$ cat src/rtl/uart_arb_pkg.sv
// Shared definitions for the UART transmit arbiter: FSM state encoding,
// default parameter values and a width helper used to size index/counter fields.
package uart_arb_pkg;

   localparam int DEF_NUM_REQ        = 4;
   localparam int DEF_DATA_W         = 8;
   localparam int DEF_TIMEOUT_CYCLES = 1023;
   localparam int DEF_GAP_CYCLES     = 2;

   typedef enum logic [1:0] {
      ST_IDLE      = 2'd0,
      ST_SEND      = 2'd1,
      ST_WAIT_DONE = 2'd2,
      ST_GAP       = 2'd3
   } arb_state_e;

   // Number of bits needed to encode values 0..value-1, never less than one
   // so that degenerate parameters still give a legal vector width.
   function automatic int clog2(input int value);
      int bits;
      bits = 1;
      for (int i = 1; i < 32; i++) begin
         if ((64'(1) << i) < 64'(value)) begin
            bits = i + 1;
         end
      end
      return bits;
   endfunction

endpackage

$ cat src/rtl/uart_rr_pick.sv
// Round-robin requester selector: starting just after the last winner and
// wrapping around, the first requester with its request bit set is chosen.
module uart_rr_pick
   import uart_arb_pkg::*;
#(
   parameter int NUM_REQ = DEF_NUM_REQ,
   parameter int IDX_W   = clog2(DEF_NUM_REQ)
) (
   input  logic [NUM_REQ-1:0] req_i,
   input  logic [IDX_W-1:0]   last_i,
   output logic               valid_o,
   output logic [IDX_W-1:0]   index_o
);

   // One extra bit so last+offset never overflows before the wrap is applied.
   localparam int SUM_W = IDX_W + 1;

   logic [SUM_W-1:0] sum;
   logic [IDX_W-1:0] candIdx;

   // Walk the candidates in priority order and keep the first one requesting.
   always_comb begin
      valid_o = 1'b0;
      index_o = '0;
      sum     = '0;
      candIdx = '0;
      for (int k = 1; k <= NUM_REQ; k++) begin
         sum = {1'b0, last_i} + SUM_W'(k);
         if (sum >= SUM_W'(NUM_REQ)) begin
            sum = sum - SUM_W'(NUM_REQ);
         end
         candIdx = sum[IDX_W-1:0];
         if (!valid_o && req_i[candIdx]) begin
            valid_o = 1'b1;
            index_o = candIdx;
         end
      end
   end

endmodule

$ cat src/rtl/uart_tx_arbiter.sv
// Arbitrates several byte producers onto one UART transmitter. A granted byte
// is presented on TDATA, announced with a NEWD pulse, and the frame ends on a
// DONETX rising edge or a timeout, followed by an idle guard gap.
module uart_tx_arbiter
   import uart_arb_pkg::*;
#(
   parameter int NUM_REQ        = DEF_NUM_REQ,
   parameter int DATA_W         = DEF_DATA_W,
   parameter int TIMEOUT_CYCLES = DEF_TIMEOUT_CYCLES,
   parameter int GAP_CYCLES     = DEF_GAP_CYCLES,
   localparam int IDX_W         = clog2(NUM_REQ)
) (
   input  logic                      CLK,
   input  logic                      RST,
   input  logic [NUM_REQ-1:0]        REQ,
   input  logic [NUM_REQ*DATA_W-1:0] REQ_DATA,
   output logic [NUM_REQ-1:0]        GNT,
   output logic [DATA_W-1:0]         TDATA,
   output logic                      NEWD,
   input  logic                      DONETX,
   output logic [IDX_W-1:0]          GNT_ID,
   output logic                      BUSY,
   output logic                      TO_ERR
);

   localparam int TO_W  = clog2(TIMEOUT_CYCLES + 1);
   localparam int GAP_W = clog2(GAP_CYCLES + 1);

   localparam logic [TO_W-1:0]  TO_LAST  = TO_W'(TIMEOUT_CYCLES - 1);
   localparam logic [GAP_W-1:0] GAP_LAST = (GAP_CYCLES > 0) ? GAP_W'(GAP_CYCLES - 1) : '0;
   localparam logic [IDX_W-1:0] LAST_RST = IDX_W'(NUM_REQ - 1);

   arb_state_e          state_q, state_d;
   logic [NUM_REQ-1:0]  gnt_q, gnt_d;
   logic [DATA_W-1:0]   tdata_q, tdata_d;
   logic                newd_q, newd_d;
   logic [IDX_W-1:0]    gntId_q, gntId_d;
   logic [IDX_W-1:0]    last_q, last_d;
   logic                toErr_q, toErr_d;
   logic [TO_W-1:0]     toCnt_q, toCnt_d;
   logic [GAP_W-1:0]    gapCnt_q, gapCnt_d;
   logic                doneHist_q;

   logic                pickValid;
   logic [IDX_W-1:0]    pickIdx;
   logic                doneRise;

   uart_rr_pick #(
      .NUM_REQ (NUM_REQ),
      .IDX_W   (IDX_W)
   ) u_pick (
      .req_i   (REQ),
      .last_i  (last_q),
      .valid_o (pickValid),
      .index_o (pickIdx)
   );

   // Only a low-to-high transition counts, so a level held high completes one frame at most.
   assign doneRise = DONETX & ~doneHist_q;

   assign GNT    = gnt_q;
   assign TDATA  = tdata_q;
   assign NEWD   = newd_q;
   assign GNT_ID = gntId_q;
   assign TO_ERR = toErr_q;
   assign BUSY   = (state_q != ST_IDLE);

   // State and output registers; reset drops any frame in flight without flagging an error.
   always_ff @(posedge CLK) begin
      if (RST) begin
         state_q    <= ST_IDLE;
         gnt_q      <= '0;
         tdata_q    <= '0;
         newd_q     <= 1'b0;
         gntId_q    <= '0;
         last_q     <= LAST_RST;
         toErr_q    <= 1'b0;
         toCnt_q    <= '0;
         gapCnt_q   <= '0;
         doneHist_q <= 1'b0;
      end else begin
         state_q    <= state_d;
         gnt_q      <= gnt_d;
         tdata_q    <= tdata_d;
         newd_q     <= newd_d;
         gntId_q    <= gntId_d;
         last_q     <= last_d;
         toErr_q    <= toErr_d;
         toCnt_q    <= toCnt_d;
         gapCnt_q   <= gapCnt_d;
         doneHist_q <= DONETX;
      end
   end

   // Next-state and next-output logic; pulses default low and data fields hold.
   always_comb begin
      state_d  = state_q;
      gnt_d    = '0;
      tdata_d  = tdata_q;
      newd_d   = 1'b0;
      gntId_d  = gntId_q;
      last_d   = last_q;
      toErr_d  = 1'b0;
      toCnt_d  = toCnt_q;
      gapCnt_d = gapCnt_q;

      case (state_q)
         ST_IDLE: begin
            if (pickValid) begin
               gnt_d   = NUM_REQ'(1) << pickIdx;
               tdata_d = REQ_DATA[pickIdx*DATA_W +: DATA_W];
               gntId_d = pickIdx;
               last_d  = pickIdx;
               state_d = ST_SEND;
            end
         end

         ST_SEND: begin
            newd_d  = 1'b1;
            toCnt_d = '0;
            state_d = ST_WAIT_DONE;
         end

         ST_WAIT_DONE: begin
            if (doneRise) begin
               gapCnt_d = '0;
               state_d  = (GAP_CYCLES == 0) ? ST_IDLE : ST_GAP;
            end else if (toCnt_q == TO_LAST) begin
               toErr_d  = 1'b1;
               gapCnt_d = '0;
               state_d  = (GAP_CYCLES == 0) ? ST_IDLE : ST_GAP;
            end else begin
               toCnt_d = toCnt_q + TO_W'(1);
            end
         end

         ST_GAP: begin
            if (gapCnt_q == GAP_LAST) begin
               state_d = ST_IDLE;
            end else begin
               gapCnt_d = gapCnt_q + GAP_W'(1);
            end
         end

         default: begin
            state_d = ST_IDLE;
         end
      endcase
   end

endmodule

$ cat config.mk
export PLATFORM = sky130hd
export DESIGN_NAME = uart_tx_arbiter
export DESIGN_NICKNAME = d
export VERILOG_FILES = /design/src/rtl/uart_arb_pkg.sv /design/src/rtl/uart_rr_pick.sv /design/src/rtl/uart_tx_arbiter.sv
export SDC_FILE = /design/constraint.sdc
export NUM_CORES = 1
export LEC_CHECK = 0
export CAP_MARGIN = 10
export CORE_ASPECT_RATIO = 0.6
export CORE_MARGIN = 2
export CORE_UTILIZATION = 35
export DETAILED_ROUTE_END_ITERATION = 6
export DONT_BUFFER_PORTS = 1
export GPL_TIMING_DRIVEN = 0
export PLACE_DENSITY = 0.59
export REMOVE_ABC_BUFFERS = 1
export SLEW_MARGIN = 20
export SYNTH_ARGS = -nofsm -noshare
export SYNTH_HDL_FRONTEND = slang
export SYNTH_SLANG_ARGS = --single-unit
$ cat constraint.sdc
create_clock -name CLK -period 5.4 [get_ports CLK]
set_clock_uncertainty 0.2 [all_clocks]
set_input_delay 0.27 -clock CLK [delete_from_list [all_inputs] [get_ports CLK]]
set_output_delay 0.27 -clock CLK [all_outputs]
set_load 0.01 [all_outputs]
# Word level (Yosys, flattened, before mapping)
# Index checks and enable logic that the tools add are counted.
totals:
  register_bits: 33
  in_bits: 39
  out_inout_bits: 17
  elab_cells: 96
classes:
  addsub: 10
  order_cmp: 8
  eq_ne: 11
  n_shift: 2
  mux: 34
  bitwise_logic: 5
  reduce_logical: 16
ops:
  columns: ["cell", "count"]
  rows:
  - ["32-bit by 6-bit indexed part select with 8-bit output", 1]
  - ["2-bit two-way mux", 15]
  - ["10-bit two-way mux", 2]
  - ["10-bit case mux with 2 select lines", 1]
  - ["3-bit >= comparator, second input constant", 4]
  - ["2-bit by 3-bit < comparator with 1-bit output, second input constant", 4]
  - ["10-bit by 1-bit adder with 10-bit output, second input constant", 1]
  - ["10-bit equality test, second input constant", 1]
  - ["1-bit two-way mux", 10]
  - ["2-bit inequality test, second input constant", 5]
  - ["3-bit AND reduction", 3]
  - ["1-bit binary-select mux with 2-bit select", 4]
  - ["2-bit case mux with 4 select lines", 1]
  - ["2-bit by 1-bit subtractor with 2-bit output, second input constant", 4]
  - ["2-bit by 2-bit adder with 3-bit output, second input constant", 2]
  - ["2-bit nonzero test", 3]
  - ["3-bit OR reduction", 2]
  - ["2-bit by 1-bit equality test with 1-bit output, second input constant", 2]
  - ["2-bit equality test, second input constant", 2]
  - ["1-bit NOT", 4]
  - ["2-bit case mux with 2 select lines", 1]
  - ["1-bit by 2-bit << shifter with 4-bit output, first input constant", 1]
  - ["2-bit by 1-bit adder with 3-bit output, second input constant", 1]
  - ["2-bit by 3-bit adder with 3-bit output, second input constant", 1]
  - ["other kinds (7)", 11]

# Depth between registers and ports, before layout
depth:
  ltp_word: 17
  mapped_depth: 7
  mapped_depth_nobuf: 7

# Modules after synthesis
# From an unflattened synthesis, not the netlist that was laid out.
hier_totals:
  hier_cells: 194
  area_unflattened_um2: 1770.4
modules_own_cells:
  columns: ["mod", "n_inst", "cells_each", "area_each_um2", "seq_area_each_um2"]
  rows:
  - ["uart_tx_arbiter", 1, 180, 1679.1, 660.6]
  - ["uart_rr_pick", 1, 14, 91.3, 0.0]

# Worst setup path after synthesis
# No wires, ideal clock.
synth_timing:
  kind: "reg2reg"
  from: "register state_q[0]"
  to: "register toCnt_q[7]"
  setup_time_ps: 135
  t_arrival_ps: 1780
  t_required_ps: 5065
  setup_slack_ps: 3285
  stages_incl_launch_ff: 8
  n_path_buf: 0
  period_less_slack_ps: 2115
  path_cell_list: "dfxtp_1 > inv_1 > ha_1 > nor2b_2 > a21oi_1 > or3_1 > o311ai_0 > o41ai_1"
synth_via:
  elab_chain_cells: 3
  elab_cells_between_ends: 7
  cone_classes: "4 x eq/ne; 1 x mux; 2 x reduce/logical"
synth_rtl:
  columns: ["element", "line", "text"]
  rows:
  - ["from (decl)", "uart_tx_arbiter.sv:33", "arb_state_e state_q, state_d;"]
  - ["from (signal assigned)", "uart_tx_arbiter.sv:82", "state_q <= state_d;"]
  - ["2-bit equality test / 2-bit by 1-bit equality test with 1-bit output (equally long branches)", "uart_tx_arbiter.sv:107", "case (state_q)"]
  - ["2-bit inequality test (no line) / 2-bit nonzero test (equally long branches)", null, null]
  - ["3-bit AND reduction (no line)", null, null]
  - ["to (signal assigned)", "uart_tx_arbiter.sv:89", "toCnt_q <= toCnt_d;"]
  - ["to (decl)", "uart_tx_arbiter.sv:40", "logic [TO_W-1:0] toCnt_q, toCnt_d;"]
# Several ways; a longest one is shown, not always the timed one.
# A chain may end at the register's enable or synchronous reset.

# Final worst setup path
layout_timing:
  from: "register last_q[1]"
  to: "register tdata_q[6], in the netlist TDATA[6]"
layout_via:
  elab_chain_cells: 16
  elab_cells_between_ends: 40
  cone_classes: "8 x add/sub; 4 x order compare; 1 x shift; 20 x mux; 7 x reduce/logical"
layout_rtl:
  columns: ["element", "line", "text"]
  rows:
  - ["from (decl)", "uart_tx_arbiter.sv:38", "logic [IDX_W-1:0] last_q, last_d;"]
  - ["from (signal assigned)", "uart_tx_arbiter.sv:87", "last_q <= last_d;"]
  - ["2-bit by 1-bit adder with 3-bit output", "uart_rr_pick.sv:28", "sum = {1'b0, last_i} + SUM_W'(k);"]
  - ["3-bit >= comparator / 2-bit by 1-bit subtractor with 2-bit output (equally long branches)", "uart_rr_pick.sv:29, uart_rr_pick.sv:30", null]
  - ["2-bit two-way mux", "uart_rr_pick.sv:29", "if (sum >= SUM_W'(NUM_REQ)) begin"]
  - ["1-bit binary-select mux with 2-bit select", "uart_rr_pick.sv:33", "if (!valid_o && req_i[candIdx]) begin"]
  - ["1-bit two-way mux (not written as such)", "uart_rr_pick.sv:33", null]
  - ["1-bit two-way mux", "uart_rr_pick.sv:33", null]
  - ["1-bit logical NOT", "uart_rr_pick.sv:33", null]
  - ["1-bit logical AND", "uart_rr_pick.sv:33", null]
  - ["1-bit two-way mux", "uart_rr_pick.sv:33", null]
  - ["1-bit logical NOT", "uart_rr_pick.sv:33", null]
  - ["1-bit logical AND", "uart_rr_pick.sv:33", null]
  - ["1-bit two-way mux", "uart_rr_pick.sv:33", null]
  - ["1-bit logical NOT", "uart_rr_pick.sv:33", null]
  - ["1-bit logical AND", "uart_rr_pick.sv:33", null]
  - ["2-bit two-way mux / 1-bit two-way mux (equally long branches)", "uart_rr_pick.sv:33", null]
  - ["32-bit by 6-bit indexed part select with 8-bit output / 2-bit AND reduction (equally long branches)", null, null]
  - ["to (signal assigned)", "uart_tx_arbiter.sv:84", "tdata_q <= tdata_d;"]
  - ["to (decl)", "uart_tx_arbiter.sv:35", "logic [DATA_W-1:0] tdata_q, tdata_d;"]
# Several ways; a longest one is shown, not always the timed one. The select of a mux whose other input is x is not followed.

==> qor.log <==
[setup_path] dominant delay contributor by cell family on the critical path simple AND/OR/NAND/NOR gates
[placed_design] Routability Congestion 0.7331
[placed_design] Port Buffer Count 0
[clocking] clock edge transition at the registers on the reported setup and hold paths 0.06 ns
[sta] final setup TNS 0 ns
[setup_path] Worst Reg-to-Reg Cells 6
[clocking] cts bufs inserted 5
[run_status] outcome finished clean
[global_route] Overflow after GRT 0
[worst_hold_path] Hold Crit Endpoint TDATA[5]
[layout] commonest cells after routing, fill and taps aside 33 x sky130_fd_sc_hd__dfxtp_1, 23 x sky130_fd_sc_hd__nor2_1, 19 x sky130_fd_sc_hd__mux2i_1, 11 x sky130_fd_sc_hd__inv_1, 11 x sky130_fd_sc_hd__nand3_1
[global_route] number of global-route vias before repair 1226
[setup_path] arrival time of data at the critical path endpoint 2.91 ns
[logic_synthesis] per-instance average area after synthesis 9.237 sq um
[global_route] Total Routing Usage GR 14.47%
[sta] count of endpoints failing hold in the final timing report 0
[placed_design] Final HPWL DP 2797 um
[sta] Final Setup Violations 0
[setup_path] series of cell instances along the critical path mux2i_1, o21ai_2, nor3_4, mux2i_1, dlygate4sd3_1, o221ai_2
[layout] filler cell count in the final layout 500
[layout] post-route cell area 1903 sq um
[setup_path] reg-to-reg setup timing slack 2.43 ns
[setup_path] kind of start point of the critical path flop
[run] # Max-Cap Violations 0
[floorplanning] area of the placeable core 4707 sq um
[layout] area added between synthesis and finish 7.873%
[clocking] clock sink count 33
[setup_path] slowest library cell on the worst path sky130_fd_sc_hd__nor3_4
[worst_hold_path] Hold Path Class primary input to flop
[logic_synthesis] most used flip-flop cell after synthesis sky130_fd_sc_hd__dfxtp_1
[setup_path] most frequent CP cell sky130_fd_sc_hd__mux2i_1
[power] total power per unit cell area 457.7 nW/um^2
[logic_synthesis] fraction of synthesis flops using an asynchronous set or reset pin 0%
[logic_synthesis] Synth Warn # 0
[layout] share of cells above drive strength 1 8.718%
[floorplanning] die footprint 5643 sq um
[setup_path] crit end category flop
[sta] final worst-path cycle share 54.92%
[layout] area of combinational cells with multiple inputs 996.0 sq um
[setup_path] capture instance of the worst register-to-register path TDATA[6]
[setup_path] Max FO, Critical Path 16
[routing] Iteration-0 DRC Markers 57
[setup_path] Critical path buffers and inverters 1
[setup_path] Reg-to-Reg Start last_q[1]
[sta] Pins Over Slew Limit 0
[routing] vias per std cell 5.205
[layout] filler-free cell count of the finished design 258
[layout] most common cell after layout, fill and taps aside sky130_fd_sc_hd__dfxtp_1
[logic_synthesis] number of synthesized register bits 33
[power] standby leakage power 0.7364 nW
[floorplanning] cell row count 19
[sta] highest clock frequency the design can meet 337.2 MHz
[power] total power draw 0.8710 mW
[global_route] pin count of the biggest net entering global routing 17
[logic_synthesis] area of the mapped netlist 1764 sq um
[setup_path] start-to-end type of the worst setup path flop to flop
[layout] count of inserted antenna diode cells 0
[worst_hold_path] source of the worst hold timing path REQ_DATA[13]
[routing] detailed-route DRC error count 0
[global_route] initial antenna violation count 0
[setup_path] CP peak stage delay 0.79 ns
[placed_design] placed insts 247
[worst_hold_path] worst hold path stage count 2
[routing] Antenna Nets Post-Route 0
[floorplanning] starting utilization of the core area 37.48%
[sta] RSZ-0062 raised after global routing no
[layout] Layout Nets 242
[clocking] Clock Latency Late Sink 0.28 ns
[floorplanning] height of the die 59.00 um
[clocking] CTS tree built
[layout] sequential cell area 660.6 sq um
[routing] vias after detailed routing 1343
[routing] mean routed wirelength per cell 14.65 um
[clocking] buffer count from post-CTS setup fixing 0
[sta] setup slack of the critical path after layout 2.435 ns
[logic_synthesis] sequential fraction of the synthesis area 37.45%
[routing] final wirelength 3780 um
[sta] post-route minimum period 2.965 ns
[global_route] wire length of the first global-routing pass 6141 um
[floorplanning] width of the chip 95.66 um
[power] Worst VDD drop 131.0 uV
[placed_design] worst setup slack before clock tree synthesis 2.953 ns
[logic_synthesis] EDFF count, synth 0
[setup_path] Crit path required time 5.35 ns
[routing] detailed-routing iteration count for the pre-antenna-repair pass 4
[placed_design] placed cell area 1777 sq um
[clocking] deepest clock path buffer count 2
[logic_synthesis] synthesized instance count 191
[logic_synthesis] count of distinct cell types in the synthesized netlist 41
[floorplanning] number of I/O pins 56
[sta] headroom to the max-slew limit 36.71%
[clocking] deepest level of the CTS H-tree 2
[clocking] clock tree root driver cell sky130_fd_sc_hd__clkbuf_8
[sta] Worst-Margin Slew 0.9463 ns
==> cell usage after synthesis (all sizes together) (3+ instances only) <==
cell	n	share of area (%)
nand2b	5	1.8
o21ai	4	1.3
nor2	23	4.9
a31o	3	1.5
nor4	7	3.3
dfxtp	33	37
or3	3	1.1
nand2	10	2.1
mux2i	19	11
xnor2	5	2.5
ha	8	5.7
buf	4	2.8
a21oi	7	2.0
nor2b	4	1.6
nand3	11	3.1
o221ai	9	4.8
nor3	6	2.6
inv	11	2.3
==> state kept, by name, summed over array words and instances (netlist names) <==
register,cells
GNT,4
TDATA,8
TO_ERR,1
GNT_ID,2
state_q,2
NEWD,1
gapCnt_q,2
doneHist_q,1
last_q,2
toCnt_q,10
==> timing repair <==
item                      4_1_cts  5_1_grt
hold endpoints to repair       11        0
hold buffers                    4        0
resized for setup               0        0
==> metrics by stage <==
step | hold slack (ns) | utilization (%)
after floorplan | 0.1391 | -
after global placement | 0.1445 | 37.75
after detailed placement | 0.1456 | 37.75
after CTS | 0.01090 | 40.43
after global routing | 0.01427 | 40.43
final | 0.01711 | 40.43
==> worst max path at each step <==
stage / cells past startpoint / slack, ns / startpoint / to
final: 6 / 2.43 / last_q[1] / TDATA[6]
after global routing: 6 / 2.25 / last_q[1] / TDATA[6]
after CTS: 6 / 2.51 / last_q[1] / TDATA[6]
after detailed placement: 7 / 2.95 / state_q[0] / toCnt_q[7]
after global placement: 7 / 2.97 / state_q[0] / toCnt_q[7]
after floorplan: 7 / 3.29 / state_q[0] / toCnt_q[7]
==> worst reg2reg max path, stage by stage (launching register included) <==
cell and delay [ns]:
sky130_fd_sc_hd__dfxtp_1 0.49, sky130_fd_sc_hd__mux2i_1 0.26, sky130_fd_sc_hd__o21ai_2 0.10, sky130_fd_sc_hd__nor3_4 0.79, sky130_fd_sc_hd__mux2i_1 0.31, sky130_fd_sc_hd__dlygate4sd3_1 0.60, sky130_fd_sc_hd__o221ai_2 0.09
==> logic make-up (layout without fill, tap and decap cells) <==
| logic type | after synthesis | after routing | synth area share [%] |
|---|---|---|---|
| flops | 33 | 33 | 37.45 |
| xor+xnor | 5 | 5 | 2.482 |
| buf+inv | 18 | 22 | 6.100 |
| compound gates | 31 | 31 | 13.33 |
| fa+ha+maj | 8 | 8 | 5.674 |
| mux | 19 | 19 | 10.78 |
| simple gates | 77 | 77 | 24.19 |
==> where the power goes <==
group          leakage [nW]  total [mW]  switching (mW)  internal (mW)
Clock                0.0443       0.185          0.0843          0.101
Combinational         0.422       0.315           0.192          0.123
Sequential            0.270       0.370          0.0675          0.303
==> layer usage <==
metal	part of all wire (%)	GRT usage, %
met1	53	22.64
met3	7.4	4.580
met2	39	17.88
met4	0.90	5.510
met5	0	0
==> cell type report <==
type | count | share of cell area (%)
Clock buffer | 7 | 4.536
Inverter | 11 | 2.170
Multi-Input combinational cell | 140 | 52.33
Sequential cell | 33 | 34.71
Tap cell | 63 | 4.142
Timing Repair Buffer | 4 | 2.104
(Power assumes the default switching activity.)
